==> src/rtl/leggiero_rx_pkg.sv <==
// Shared definitions for the reverse-backscatter receive path: state encodings,
// default timing constants at the 20 MHz system clock, and small helpers.
package leggiero_rx_pkg;

    localparam int DEF_CLK_NS  = 50;
    localparam int DEF_MIN_ON  = 160;
    localparam int DEF_GAP_MAX = 20;
    localparam int DEF_MAX_LEN = 40000;
    localparam int DEF_HOLDOFF = 40;

    // Downstream modulator decision windows (36 us / 40 us, in cycles minus one).
    localparam int MOD_WIN_36US = 719;
    localparam int MOD_WIN_40US = 799;

    localparam logic [2:0] ST_IDLE    = 3'd0;
    localparam logic [2:0] ST_QUALIFY = 3'd1;
    localparam logic [2:0] ST_ACTIVE  = 3'd2;
    localparam logic [2:0] ST_GAP     = 3'd3;
    localparam logic [2:0] ST_HOLDOFF = 3'd4;
    localparam logic [2:0] ST_LOCKOUT = 3'd5;

    typedef enum logic [2:0] {
        S_IDLE    = ST_IDLE,
        S_QUALIFY = ST_QUALIFY,
        S_ACTIVE  = ST_ACTIVE,
        S_GAP     = ST_GAP,
        S_HOLDOFF = ST_HOLDOFF,
        S_LOCKOUT = ST_LOCKOUT
    } pd_state_t;

    function automatic logic [15:0] sat_inc16(input logic [15:0] v);
        return (v == 16'hFFFF) ? v : v + 16'd1;
    endfunction

endpackage

==> src/rtl/sync_2ff.sv <==
// Two-flop synchroniser for asynchronous comparator outputs; both stages
// clear on a synchronous active-low reset.
module sync_2ff (
    input  logic i_clk,
    input  logic i_rst_n,
    input  logic i_d,
    output logic o_q
);

    logic r_meta;
    logic r_sync;

    always_ff @(posedge i_clk) begin
        if (!i_rst_n) begin
            r_meta <= 1'b0;
            r_sync <= 1'b0;
        end else begin
            r_meta <= i_d;
            r_sync <= r_meta;
        end
    end

    assign o_q = r_sync;

endmodule

==> src/rtl/packet_detector.sv <==
// Qualifies the envelope-comparator output into a packet-present level with
// burst rejection, dropout bridging, length timeout and a re-arm hold-off.
module packet_detector
    import leggiero_rx_pkg::*;
#(
    parameter int MIN_ON  = DEF_MIN_ON,
    parameter int GAP_MAX = DEF_GAP_MAX,
    parameter int MAX_LEN = DEF_MAX_LEN,
    parameter int HOLDOFF = DEF_HOLDOFF
) (
    input  logic        CLK,
    input  logic        rst_n,
    input  logic        EN,
    input  logic        ENV_IN,
    output logic        DEC_OUT,
    output logic        PKT_DONE,
    output logic        PKT_TIMEOUT,
    output logic [15:0] PKT_LEN,
    output logic [15:0] PKT_CNT,
    output logic [2:0]  o_dbg_state
);

    localparam logic [15:0] MIN_ON_LAST  = 16'(MIN_ON - 1);
    localparam logic [15:0] GAP_LAST     = 16'(GAP_MAX - 1);
    localparam logic [15:0] LEN_LIMIT    = 16'(MAX_LEN);
    localparam logic [15:0] HOLDOFF_LAST = 16'(HOLDOFF - 1);

    logic w_env_s;

    sync_2ff u_sync (
        .i_clk   (CLK),
        .i_rst_n (rst_n),
        .i_d     (ENV_IN),
        .o_q     (w_env_s)
    );

    pd_state_t   r_state,   w_state_nxt;
    logic [15:0] r_cnt,     w_cnt_nxt;
    logic [15:0] r_gap,     w_gap_nxt;
    logic [15:0] r_len,     w_len_nxt;
    logic [15:0] r_pkt_len, w_pkt_len_nxt;
    logic [15:0] r_pkt_cnt, w_pkt_cnt_nxt;
    logic        r_dec,     w_dec_nxt;
    logic        r_done,    w_done_nxt;
    logic        r_timeout, w_timeout_nxt;

    always_ff @(posedge CLK) begin
        if (!rst_n) begin
            r_state   <= S_IDLE;
            r_cnt     <= 16'd0;
            r_gap     <= 16'd0;
            r_len     <= 16'd0;
            r_pkt_len <= 16'd0;
            r_pkt_cnt <= 16'd0;
            r_dec     <= 1'b0;
            r_done    <= 1'b0;
            r_timeout <= 1'b0;
        end else begin
            r_state   <= w_state_nxt;
            r_cnt     <= w_cnt_nxt;
            r_gap     <= w_gap_nxt;
            r_len     <= w_len_nxt;
            r_pkt_len <= w_pkt_len_nxt;
            r_pkt_cnt <= w_pkt_cnt_nxt;
            r_dec     <= w_dec_nxt;
            r_done    <= w_done_nxt;
            r_timeout <= w_timeout_nxt;
        end
    end

    always_comb begin
        w_state_nxt   = r_state;
        w_cnt_nxt     = r_cnt;
        w_gap_nxt     = r_gap;
        w_len_nxt     = r_len;
        w_pkt_len_nxt = r_pkt_len;
        w_pkt_cnt_nxt = r_pkt_cnt;
        w_dec_nxt     = r_dec;
        w_done_nxt    = 1'b0;
        w_timeout_nxt = 1'b0;

        if (!EN) begin
            // Disable abandons any packet silently; the statistics survive.
            w_state_nxt = S_IDLE;
            w_cnt_nxt   = 16'd0;
            w_gap_nxt   = 16'd0;
            w_len_nxt   = 16'd0;
            w_dec_nxt   = 1'b0;
        end else begin
            case (r_state)
                S_IDLE: begin
                    w_cnt_nxt = 16'd0;
                    w_gap_nxt = 16'd0;
                    w_len_nxt = 16'd0;
                    w_dec_nxt = 1'b0;
                    if (w_env_s) begin
                        w_state_nxt = S_QUALIFY;
                        w_cnt_nxt   = 16'd1;
                    end
                end

                S_QUALIFY: begin
                    if (!w_env_s) begin
                        w_state_nxt = S_IDLE;
                        w_cnt_nxt   = 16'd0;
                    end else if (r_cnt == MIN_ON_LAST) begin
                        w_state_nxt = S_ACTIVE;
                        w_dec_nxt   = 1'b1;
                        w_len_nxt   = 16'd1;
                        w_cnt_nxt   = 16'd0;
                        w_gap_nxt   = 16'd0;
                    end else begin
                        w_cnt_nxt = r_cnt + 16'd1;
                    end
                end

                S_ACTIVE, S_GAP: begin
                    // The length limit wins over every other exit, including gap end.
                    if (r_len == LEN_LIMIT) begin
                        w_state_nxt   = S_LOCKOUT;
                        w_dec_nxt     = 1'b0;
                        w_timeout_nxt = 1'b1;
                        w_len_nxt     = 16'd0;
                        w_gap_nxt     = 16'd0;
                    end else if (r_state == S_GAP && !w_env_s && r_gap == GAP_LAST) begin
                        w_state_nxt   = S_HOLDOFF;
                        w_dec_nxt     = 1'b0;
                        w_done_nxt    = 1'b1;
                        w_pkt_len_nxt = r_len;
                        w_pkt_cnt_nxt = sat_inc16(r_pkt_cnt);
                        w_len_nxt     = 16'd0;
                        w_gap_nxt     = 16'd0;
                        w_cnt_nxt     = 16'd0;
                    end else begin
                        w_len_nxt = r_len + 16'd1;
                        if (r_state == S_ACTIVE) begin
                            if (!w_env_s) begin
                                w_state_nxt = S_GAP;
                                w_gap_nxt   = 16'd1;
                            end
                        end else if (w_env_s) begin
                            w_state_nxt = S_ACTIVE;
                            w_gap_nxt   = 16'd0;
                        end else begin
                            w_gap_nxt = r_gap + 16'd1;
                        end
                    end
                end

                S_LOCKOUT: begin
                    if (!w_env_s) begin
                        w_state_nxt = S_HOLDOFF;
                        w_cnt_nxt   = 16'd0;
                    end
                end

                S_HOLDOFF: begin
                    if (r_cnt == HOLDOFF_LAST) begin
                        w_state_nxt = S_IDLE;
                        w_cnt_nxt   = 16'd0;
                    end else begin
                        w_cnt_nxt = r_cnt + 16'd1;
                    end
                end

                default: begin
                    w_state_nxt = S_IDLE;
                    w_cnt_nxt   = 16'd0;
                    w_gap_nxt   = 16'd0;
                    w_len_nxt   = 16'd0;
                    w_dec_nxt   = 1'b0;
                end
            endcase
        end
    end

    assign DEC_OUT     = r_dec;
    assign PKT_DONE    = r_done;
    assign PKT_TIMEOUT = r_timeout;
    assign PKT_LEN     = r_pkt_len;
    assign PKT_CNT     = r_pkt_cnt;
    assign o_dbg_state = r_state;

endmodule

==> config.mk <==
export PLATFORM = sky130hd
export DESIGN_NAME = packet_detector
export DESIGN_NICKNAME = d
export VERILOG_FILES = /design/src/rtl/leggiero_rx_pkg.sv /design/src/rtl/sync_2ff.sv /design/src/rtl/packet_detector.sv
export SDC_FILE = /design/constraint.sdc
export NUM_CORES = 1
export LEC_CHECK = 0
export CAP_MARGIN = 30
export CORE_ASPECT_RATIO = 1.2
export CORE_UTILIZATION = 60
export CTS_CLUSTER_SIZE = 10
export DETAILED_ROUTE_END_ITERATION = 8
export PLACE_DENSITY = 0.88
export SLEW_MARGIN = 5
export SYNTH_ARGS = -nofsm -noshare
export SYNTH_HDL_FRONTEND = slang
export SYNTH_SLANG_ARGS = --single-unit
==> constraint.sdc <==
create_clock -name CLK -period 6.4 [get_ports CLK]
set_clock_uncertainty 0.05 [all_clocks]
set_input_delay 0.96 -clock CLK [delete_from_list [all_inputs] [get_ports CLK]]
set_output_delay 0.96 -clock CLK [all_outputs]
set_load 0.02 [all_outputs]
==> flow_metrics.env, run 1 <==
export IMPL_cts_resized=0
export IMPL_p_switching_mw=0.235
export IMPL_worstPathRequired_ns=6.64
export IMPL_placed_area_mm2=0.00506
export IMPL_core_area_mm2=0.00740
export IMPL_status="finished clean"
export IMPL_comb_power_share=0.031
export IMPL_io_pin_count=42
export IMPL_cts_sinks=88
export IMPL_ctsHoldBuffers=0
export IMPL_tritoncts="done"
export IMPL_ant_nets=0
export IMPL_root_buffer="clkbuf_8"
export IMPL_rsz0062_at_grt="false"
export IMPL_overflow=0
export IMPL_synth_common_cells="dfxtp_1, nand2_1, a21oi_1"
export IMPL_start_util=0.634
export IMPL_clkPwrFrac=0.413
export IMPL_critPathKind="register to register"
export IMPL_whs_ns=0.409
export IMPL_io_buffer_count=41
export IMPL_seq_area_frac_synth=0.375
export IMPL_row_count=34
export IMPL_synth_top_area_share=0.375
export IMPL_cts_setup_buffers=0
export IMPL_synth_cell_types=61
export IMPL_synth_edf_count=0
export IMPL_finalWirelength_um=11400
export IMPL_antenna_found_initial=0
export IMPL_fin_area_mm2=0.00530
export IMPL_finalSetupViolCount=0
export IMPL_drc=0
export IMPL_place_hpwl_um=7600
export IMPL_synth_largest_area_cell="dfxtp_1"
export IMPL_clk_latency_ns=0.36
export IMPL_gr_usage_all_layers=0.288
export IMPL_clock_path_buffers=2
export IMPL_nNetsFinal=586
export IMPL_fmax_mhz=323
export IMPL_die_width_um=82.7
export IMPL_start_kind="register"
export IMPL_drt_pass1_iter_count=5
export IMPL_drive_gt1_frac=0.0808
export IMPL_hp_class="register to register"
export IMPL_tns_ns=0
export IMPL_relSlewSlack=0.382
export IMPL_die_y_um=98.9
export IMPL_grt_max_degree=34
export IMPL_cp_end_kind="register"
export IMPL_hold_viol=0
export IMPL_yosys_warnings=0
export IMPL_async_flop_share=0
export IMPL_routedWlPerCell_um=17.0
export IMPL_powerDensity_mw_per_mm2=187
export IMPL_drtIter0Drc=438
export IMPL_cp_arrival_ns=3.33
export IMPL_post_route_util=0.716
export IMPL_syn_to_final_growth_pct=12.9
export IMPL_path_max_fanout=33
export IMPL_totalPowerFinal_mw=0.989
export IMPL_synthCells=559
export IMPL_syn_cell_area_mm2=0.00469
export IMPL_leakagePower_nw=1.49
export IMPL_cts_reportedPaths_clkPinSlew_ns=0.10
export IMPL_vdd_drop_max_mv=0.131
export IMPL_syn_nets=568
export IMPL_first_global_vias=4153
export IMPL_layout_min_cycle_time_ns=3.09
export IMPL_via_count=4529
export IMPL_finalMaxSlewViolations=0
export IMPL_numCtsBuffers=9
export IMPL_via_per_inst=6.74
export IMPL_avgSynthCellArea_um2=8.40
export IMPL_internal_power_mw=0.754
export IMPL_diodes=0
export IMPL_ys_seq_elements=88
export IMPL_synth_main_ff_cell="dfxtp_1"
export IMPL_grt_pass1_wl_um=18800
export IMPL_maxCapViolCount=0
export IMPL_worst_pin_slew_ns=0.926
export IMPL_synthTopCellsByArea="dfxtp_1, a21oi_1, nand2_1"
export IMPL_p_seq_frac=0.556
export IMPL_period_share=0.483
export IMPL_swShare=0.238
export IMPL_place_gp_congestion=0.845
export IMPL_h_tree_depth=3
export IMPL_die_area_mm2=0.00818
export IMPL_synth_most_common_cell="dfxtp_1"
-- state kept, by name (all words and copies together) (netlist names) --
name,count
DEC_OUT,1
PKT_CNT,16
PKT_DONE,1
PKT_LEN,16
PKT_TIMEOUT,1
o_dbg_state,3
r_cnt,16
r_gap,16
r_len,16
u_sync.o_q,1
u_sync.r_meta,1
-- power groups by stage --
stage	clock network, mW	registers (mW)	logic [mW]
floorplan	0	0.562	0.0213
global placement	0	0.563	0.0264
detailed placement	0	0.563	0.0273
CTS	0.413	0.550	0.0276
global route	0.433	0.551	0.0329
finish	0.408	0.550	0.0305
-- path summary, 6_finish.rpt --
path | startpoint | to | slack (ns) | cells past startpoint
max | o_dbg_state[1]$_SDFFE_PN0P_ | PKT_CNT[2]$_SDFFE_PN0P_ | 3.31 | 5
min reg2reg | PKT_LEN[7]$_SDFFE_PN0P_ | PKT_LEN[7]$_SDFFE_PN0P_ | 0.41 | 2
min | PKT_LEN[7]$_SDFFE_PN0P_ | PKT_LEN[7]$_SDFFE_PN0P_ | 0.41 | 2
max reg2reg | o_dbg_state[1]$_SDFFE_PN0P_ | PKT_CNT[2]$_SDFFE_PN0P_ | 3.31 | 5
-- stage by stage --
| stage | setup WS [ns] | cells |
|---|---|---|
| 2_1_floorplan | 4.19 | 559 |
| 3_3_place_gp | 3.31 | 653 |
| 3_5_place_dp | 3.15 | 654 |
| 4_1_cts | 3.31 | 670 |
| 5_1_grt | 3.11 | 672 |
| 6_report | 3.31 | 672 |
-- critical path, cell delays in order (launching register included) --
cell	delay, ns
dfxtp_1	0.58
nand2b_1	0.33
nor2_1	0.44
nand4_2	0.70
or4_1	0.74
a21oi_1	0.17
-- placed cells by master, fill, tap and decap left out, types with 2 or more instances in the layout --
master           Yosys  layout
buf_4                2       4
nand3_1             28      28
nand2_1             64      64
dfxtp_1             88      88
nand4_1             19      19
nor3_1              12      12
a211oi_1            18      18
mux2i_1              3       3
clkdlybuf4s50_1      0      41
a41oi_1              2       2
nor2_1              17      17
a21oi_2              2       2
and4_1              11      11
nor4b_1              2       2
o31ai_1             29      29
nor2b_1              5       5
a31oi_1              7       7
ha_1                 5       5
xnor2_1              9       9
clkbuf_8             0      10
nor4_2               2       2
nand4_2              3       3
and2_1               9       9
or3_1               15      15
or4_1               27      27
a21oi_1             57      57
nand2b_1             6       6
inv_6                0       2
o21ai_0             23      23
o211ai_1             2       2
a2111oi_2            4       4
and3_1               3       3
nand4b_1             3       3
nor4b_2              3       3
nand3b_1             4       4
a21o_1               2       2
inv_1               11      11
nor4_1               2       2
-- layout make-up --
| type | count | area (um^2) |
|---|---|---|
| clock inverter | 6 | 72.6 |
| fill | 563 | 2100 |
| sequential | 88 | 1760 |
| clock buffer | 10 | 138 |
| inverter | 11 | 41.3 |
| timing repair buffer | 47 | 473 |
| multi-input combinational | 420 | 2700 |
| tap | 90 | 113 |
-- cell families after synthesis --
kind of cell / share of synthesized area
AND/OR/NAND/NOR: 0.313
AO/OA/AOI/OAI: 0.227
flip-flops: 0.375
buffers and inverters: 0.0490
XOR/XNOR: 0.0168
adder cells (fa/ha/maj): 0.0133
multiplexers: 0.00640
-- per-layer routing --
layer,track usage,wire [um],vias to the layer above,part of all wire
li1,-,-,2159,-
met1,0.365,4780,2138,0.42
met2,0.473,5640,198,0.49
met3,0.0537,736,34,0.064
met4,0.115,269,0,0.024
met5,0,0,-,0
Power figures use the tool's default switching activity.
==> run 2: changes to the inputs <==
Settings changed: CORE_UTILIZATION 60 to 58, PLACE_DENSITY 0.88 to 0.85.
Clock period 6.4 ns to 3 ns, I/O delays scaled along.
==> run 2 against run 1 <==
Critical path type unchanged. Via count increased by 0.20%. Total power increased by 120%. The flow now finishes with violations (DRC). First-iteration DRC count decreased by 37%.
==> flow_metrics.env, run 2 (synthesis results as in run 1) <==
export IMPL_via_count=4538
export IMPL_nNetsFinal=594
export IMPL_cts_reportedPaths_clkPinSlew_ns=0.10
export IMPL_drt_pass1_iter_count=7
export IMPL_hold_path_cell_count=2
export IMPL_root_buffer="clkbuf_8"
export IMPL_routedWlPerCell_um=16.4
export IMPL_finalSetupViolCount=0
export IMPL_finalWirelength_um=11200
export IMPL_numCtsBuffers=9
export IMPL_relSlewSlack=0.497
export IMPL_worst_pin_slew_ns=0.749
export IMPL_leakagePower_nw=1.53
export IMPL_cts_sinks=88
export IMPL_diodes=0
export IMPL_tns_ns=0
export IMPL_r2r_cells=6
export IMPL_cts_setup_buffers=0
export IMPL_drive_gt1_frac=0.0932
export IMPL_start_util=0.606
export IMPL_mostFrequentLayoutCells="dfxtp_1, nand2_1, a21oi_1, clkdlybuf4s50_1, o31ai_1"
export IMPL_grt_pass1_wl_um=19200
export IMPL_drtIter0Drc=274
export IMPL_start_kind="register"
export IMPL_status="finished, violations left"
export IMPL_clk_latency_ns=0.37
export IMPL_finalMaxSlewViolations=0
export IMPL_io_pin_count=42
export IMPL_maxCapViolCount=0
export IMPL_gr_usage_all_layers=0.276
export IMPL_clock_path_buffers=2
export IMPL_hp_class="register to register"
export IMPL_via_per_inst=6.65
export IMPL_ant_nets=0
export IMPL_overflow=0
export IMPL_place_gp_congestion=0.867
export IMPL_critPathKind="register to register"
export IMPL_cp_arrival_ns=2.89
export IMPL_core_area_mm2=0.00775
export IMPL_cts_resized=0
export IMPL_final_common_cell="dfxtp_1"
export IMPL_cp_end_kind="register"
export IMPL_io_buffer_count=41
export IMPL_die_y_um=101
export IMPL_fmax_mhz=379
export IMPL_rsz0062_at_grt="false"
export IMPL_totalPowerFinal_mw=2.20
export IMPL_first_global_vias=4236
export IMPL_tritoncts="done"
export IMPL_path_max_fanout=17
export IMPL_syn_to_final_growth_pct=14.4
export IMPL_row_count=35
export IMPL_worstPathRequired_ns=3.25
export IMPL_violations="DRC"
export IMPL_layout_min_cycle_time_ns=2.64
export IMPL_vdd_drop_max_mv=0.310
export IMPL_place_hpwl_um=7600
export IMPL_die_width_um=84.1
export IMPL_fill_cells=599
export IMPL_drc=8
export IMPL_ctsHoldBuffers=0
export IMPL_period_share=0.880
export IMPL_grt_max_degree=28
export IMPL_h_tree_depth=3
export IMPL_hold_viol=0
export IMPL_powerDensity_mw_per_mm2=410
export IMPL_die_area_mm2=0.00846
export IMPL_antenna_found_initial=0
## run 2: path summary, 6_finish.rpt
kind	slack, ns	endpoint	from
setup reg to reg	0.36	PKT_CNT[3]$_SDFFE_PN0P_	r_gap[0]$_SDFFE_PN0P_
hold reg to reg	0.41	PKT_LEN[14]$_SDFFE_PN0P_	PKT_LEN[14]$_SDFFE_PN0P_
setup / recovery	0.36	PKT_CNT[3]$_SDFFE_PN0P_	r_gap[0]$_SDFFE_PN0P_
hold / removal	0.41	PKT_LEN[14]$_SDFFE_PN0P_	PKT_LEN[14]$_SDFFE_PN0P_
## run 2: through the flow
step | std cells | area, um^2 | hold WS [ns] | util | setup WS [ns]
global route | 682 | 5370 | 0.429 | 0.693 | 0.109
finish | 682 | 5370 | 0.408 | 0.693 | 0.360
CTS | 682 | 5370 | 0.411 | 0.693 | 0.391
global placement | 666 | 5140 | 0.377 | 0.663 | 0.531
detailed placement | 666 | 5140 | 0.396 | 0.663 | 0.415
floorplan | 559 | 4690 | 0.362 | - | 0.793
## run 2: critical path, stage by stage, from the launching register on
cell and delay [ns]:
dfxtp_1 0.40, ha_1 0.23, nor4b_2 0.25, and4_1 0.47, nand4_2 0.40, or4_1 0.62, a21oi_1 0.16
## run 2: routing by layer
layer	vias up	wire length [um]	global-route usage
met5	-	0	0
met4	0	217	0.106
met3	26	637	0.0541
met2	157	5520	0.479
met1	2163	4790	0.338
li1	2192	-	-
## run 2: power breakdown
group | total [mW] | switching, mW | internal, mW
registers | 1.17 | 0.00511 | 1.17
logic | 0.0640 | 0.0450 | 0.0190
clock network | 0.964 | 0.475 | 0.489
total | 2.20 | 0.525 | 1.68
## run 2: layout make-up
class / instances / area (um^2) / area share
inverters: 11 / 41.3 / 0.00769
well taps: 92 / 115 / 0.0214
multi-input cells: 420 / 2700 / 0.503
clock buffers: 9 / 124 / 0.0231
repair buffers: 55 / 515 / 0.0960
clock inverters: 7 / 110 / 0.0205
flip-flops and latches: 88 / 1760 / 0.328
==> run 3: changes to the inputs <==
Settings changed: CORE_UTILIZATION 58 to 35, PLACE_DENSITY 0.85 to 0.58.
==> run 3 against run 2 <==
The flow now finishes without violations. Sequential cell count stayed put. Sequential share of layout area is 1.2 points lower. Non-clock buffer count is 5 higher. Register-to-register slack better by 0.02 ns. Combinational power is 1% higher. Via count is 3.7% lower. Critical path depth stayed put. Total power is 10% higher. Routed wire length is 6.6% higher. Clock power is 23% higher. Final area is 3.9% higher. Critical endpoint is now r_len[13]$_SDFFE_PN0P_. Largest cell class unchanged. Largest power group is now the clock network. Highest routed layer unchanged.
==> flow_metrics.env, run 3 (synthesis results as in run 1) <==
export IMPL_start_util=0.356
export IMPL_fill_cells=1316
export IMPL_io_buffer_count=41
export IMPL_clk_latency_ns=0.35
export IMPL_vdd_drop_max_mv=0.296
export IMPL_tritoncts="done"
export IMPL_worst_pin_slew_ns=0.599
export IMPL_rsz0062_at_grt="false"
export IMPL_drtIter0Drc=317
export IMPL_fin_cells=763
export IMPL_diodes=0
export IMPL_status="finished clean"
export IMPL_tns_ns=0
export IMPL_cts_resized=0
export IMPL_drt_pass1_iter_count=4
export IMPL_hold_viol=0
export IMPL_finalWirelength_um=11900
export IMPL_via_per_inst=5.73
export IMPL_die_y_um=129
export IMPL_dp_cells=747
export IMPL_final_common_cell="dfxtp_1"
export IMPL_overflow=0
export IMPL_first_global_vias=4029
export IMPL_cts_sinks=88
export IMPL_cts_setup_buffers=0
export IMPL_cpPeakStageDelay_ns=0.59
export IMPL_routedWlPerCell_um=15.6
export IMPL_via_count=4369
export IMPL_placed_area_mm2=0.00527
export IMPL_core_area_mm2=0.0132
export IMPL_die_width_um=108
export IMPL_layout_min_cycle_time_ns=2.62
export IMPL_antenna_found_initial=0
export IMPL_cp_arrival_ns=2.86
export IMPL_root_buffer="clkbuf_16"
export IMPL_ant_nets=0
export IMPL_grt_pass1_wl_um=19700
export IMPL_grt_max_degree=31
export IMPL_fin_area_mm2=0.00558
export IMPL_relSlewSlack=0.601
export IMPL_cp_end_kind="register"
export IMPL_path_cells="ha_1 -> and4_1 -> nand4_4 -> a21o_1 -> or4_1 -> a21oi_1"
export IMPL_cp_slowest_cell="or4_1"
export IMPL_gr_usage_all_layers=0.177
export IMPL_io_pin_count=42
export IMPL_leakagePower_nw=1.59
export IMPL_period_share=0.874
export IMPL_path_max_fanout=20
export IMPL_nNetsFinal=599
export IMPL_die_area_mm2=0.0139
export IMPL_clock_path_buffers=2
export IMPL_finalMaxSlewViolations=0
export IMPL_place_gp_congestion=0.817
export IMPL_maxCapViolCount=0
export IMPL_finalSetupViolCount=0
export IMPL_h_tree_depth=3
export IMPL_hp_class="register to register"
export IMPL_worstPathRequired_ns=3.23
export IMPL_critPathKind="register to register"
export IMPL_drc=0
export IMPL_row_count=46
export IMPL_mostFrequentLayoutCells="dfxtp_1, nand2_1, a21oi_1, clkdlybuf4s50_1, o31ai_1"
export IMPL_syn_to_final_growth_pct=18.8
export IMPL_place_hpwl_um=8350
export IMPL_fmax_mhz=381
export IMPL_drive_gt1_frac=0.101
export IMPL_start_kind="register"
export IMPL_powerDensity_mw_per_mm2=435
export IMPL_numCtsBuffers=9
export IMPL_cts_reportedPaths_clkPinSlew_ns=0.07
export IMPL_ctsHoldBuffers=0
==> run 3: layout make-up <==
class / instances / area [um^2] / share of cell area
clock buffer: 9 / 225 / 0.0404
clock inverter: 7 / 83.8 / 0.0150
inverter: 11 / 41.3 / 0.00740
multi-input combinational: 420 / 2700 / 0.485
sequential: 88 / 1760 / 0.316
tap: 168 / 210 / 0.0377
timing repair buffer: 60 / 553 / 0.0991
==> run 3: final timing paths <==
kind,from,endpoint,slack [ns],cells after the start
max,r_cnt[0]$_SDFFE_PN0P_,r_len[13]$_SDFFE_PN0P_,0.38,6
min,u_sync.r_meta$_SDFF_PN0_,u_sync.o_q$_SDFF_PN0_,0.39,1
max reg2reg,r_cnt[0]$_SDFFE_PN0P_,r_len[13]$_SDFFE_PN0P_,0.38,6
min reg2reg,u_sync.r_meta$_SDFF_PN0_,u_sync.o_q$_SDFF_PN0_,0.39,1
==> run 3: critical path: cells and delay by family, from the launching register on <==
family          cells  cell delay, ns
flops               1            0.43
compound gates      2            0.61
simple gates        3            1.22
fa+ha+maj           1            0.26
==> run 3: power by group <==
group | leakage, nW | internal, mW | switching, mW
Sequential | 0.709 | 1.17 | 0.00479
Combinational | 0.728 | 0.0190 | 0.0458
Clock | 0.149 | 0.664 | 0.523
Total | 1.59 | 1.85 | 0.574
==> run 3: routing by layer <==
metal / track usage / up-vias / share of wire
met1: 0.221 / 2089 / 0.46
met2: 0.305 / 63 / 0.49
met4: 0.0677 / 0 / 0.016
met5: 0 / - / 0
li1: - / 2203 / -
met3: 0.0263 / 14 / 0.025
==> run 3: per-stage QoR <==
step           hold slack, ns  utilization  worst slack, ns  total power, mW
6_report                0.386        0.423            0.377             2.43
5_1_grt                 0.397        0.423            0.165             2.50
4_1_cts                 0.389        0.423            0.364             2.45
3_5_place_dp            0.385        0.400            0.380             1.27
3_3_place_gp            0.378        0.400            0.536             1.26
2_1_floorplan           0.362            -            0.793             1.24
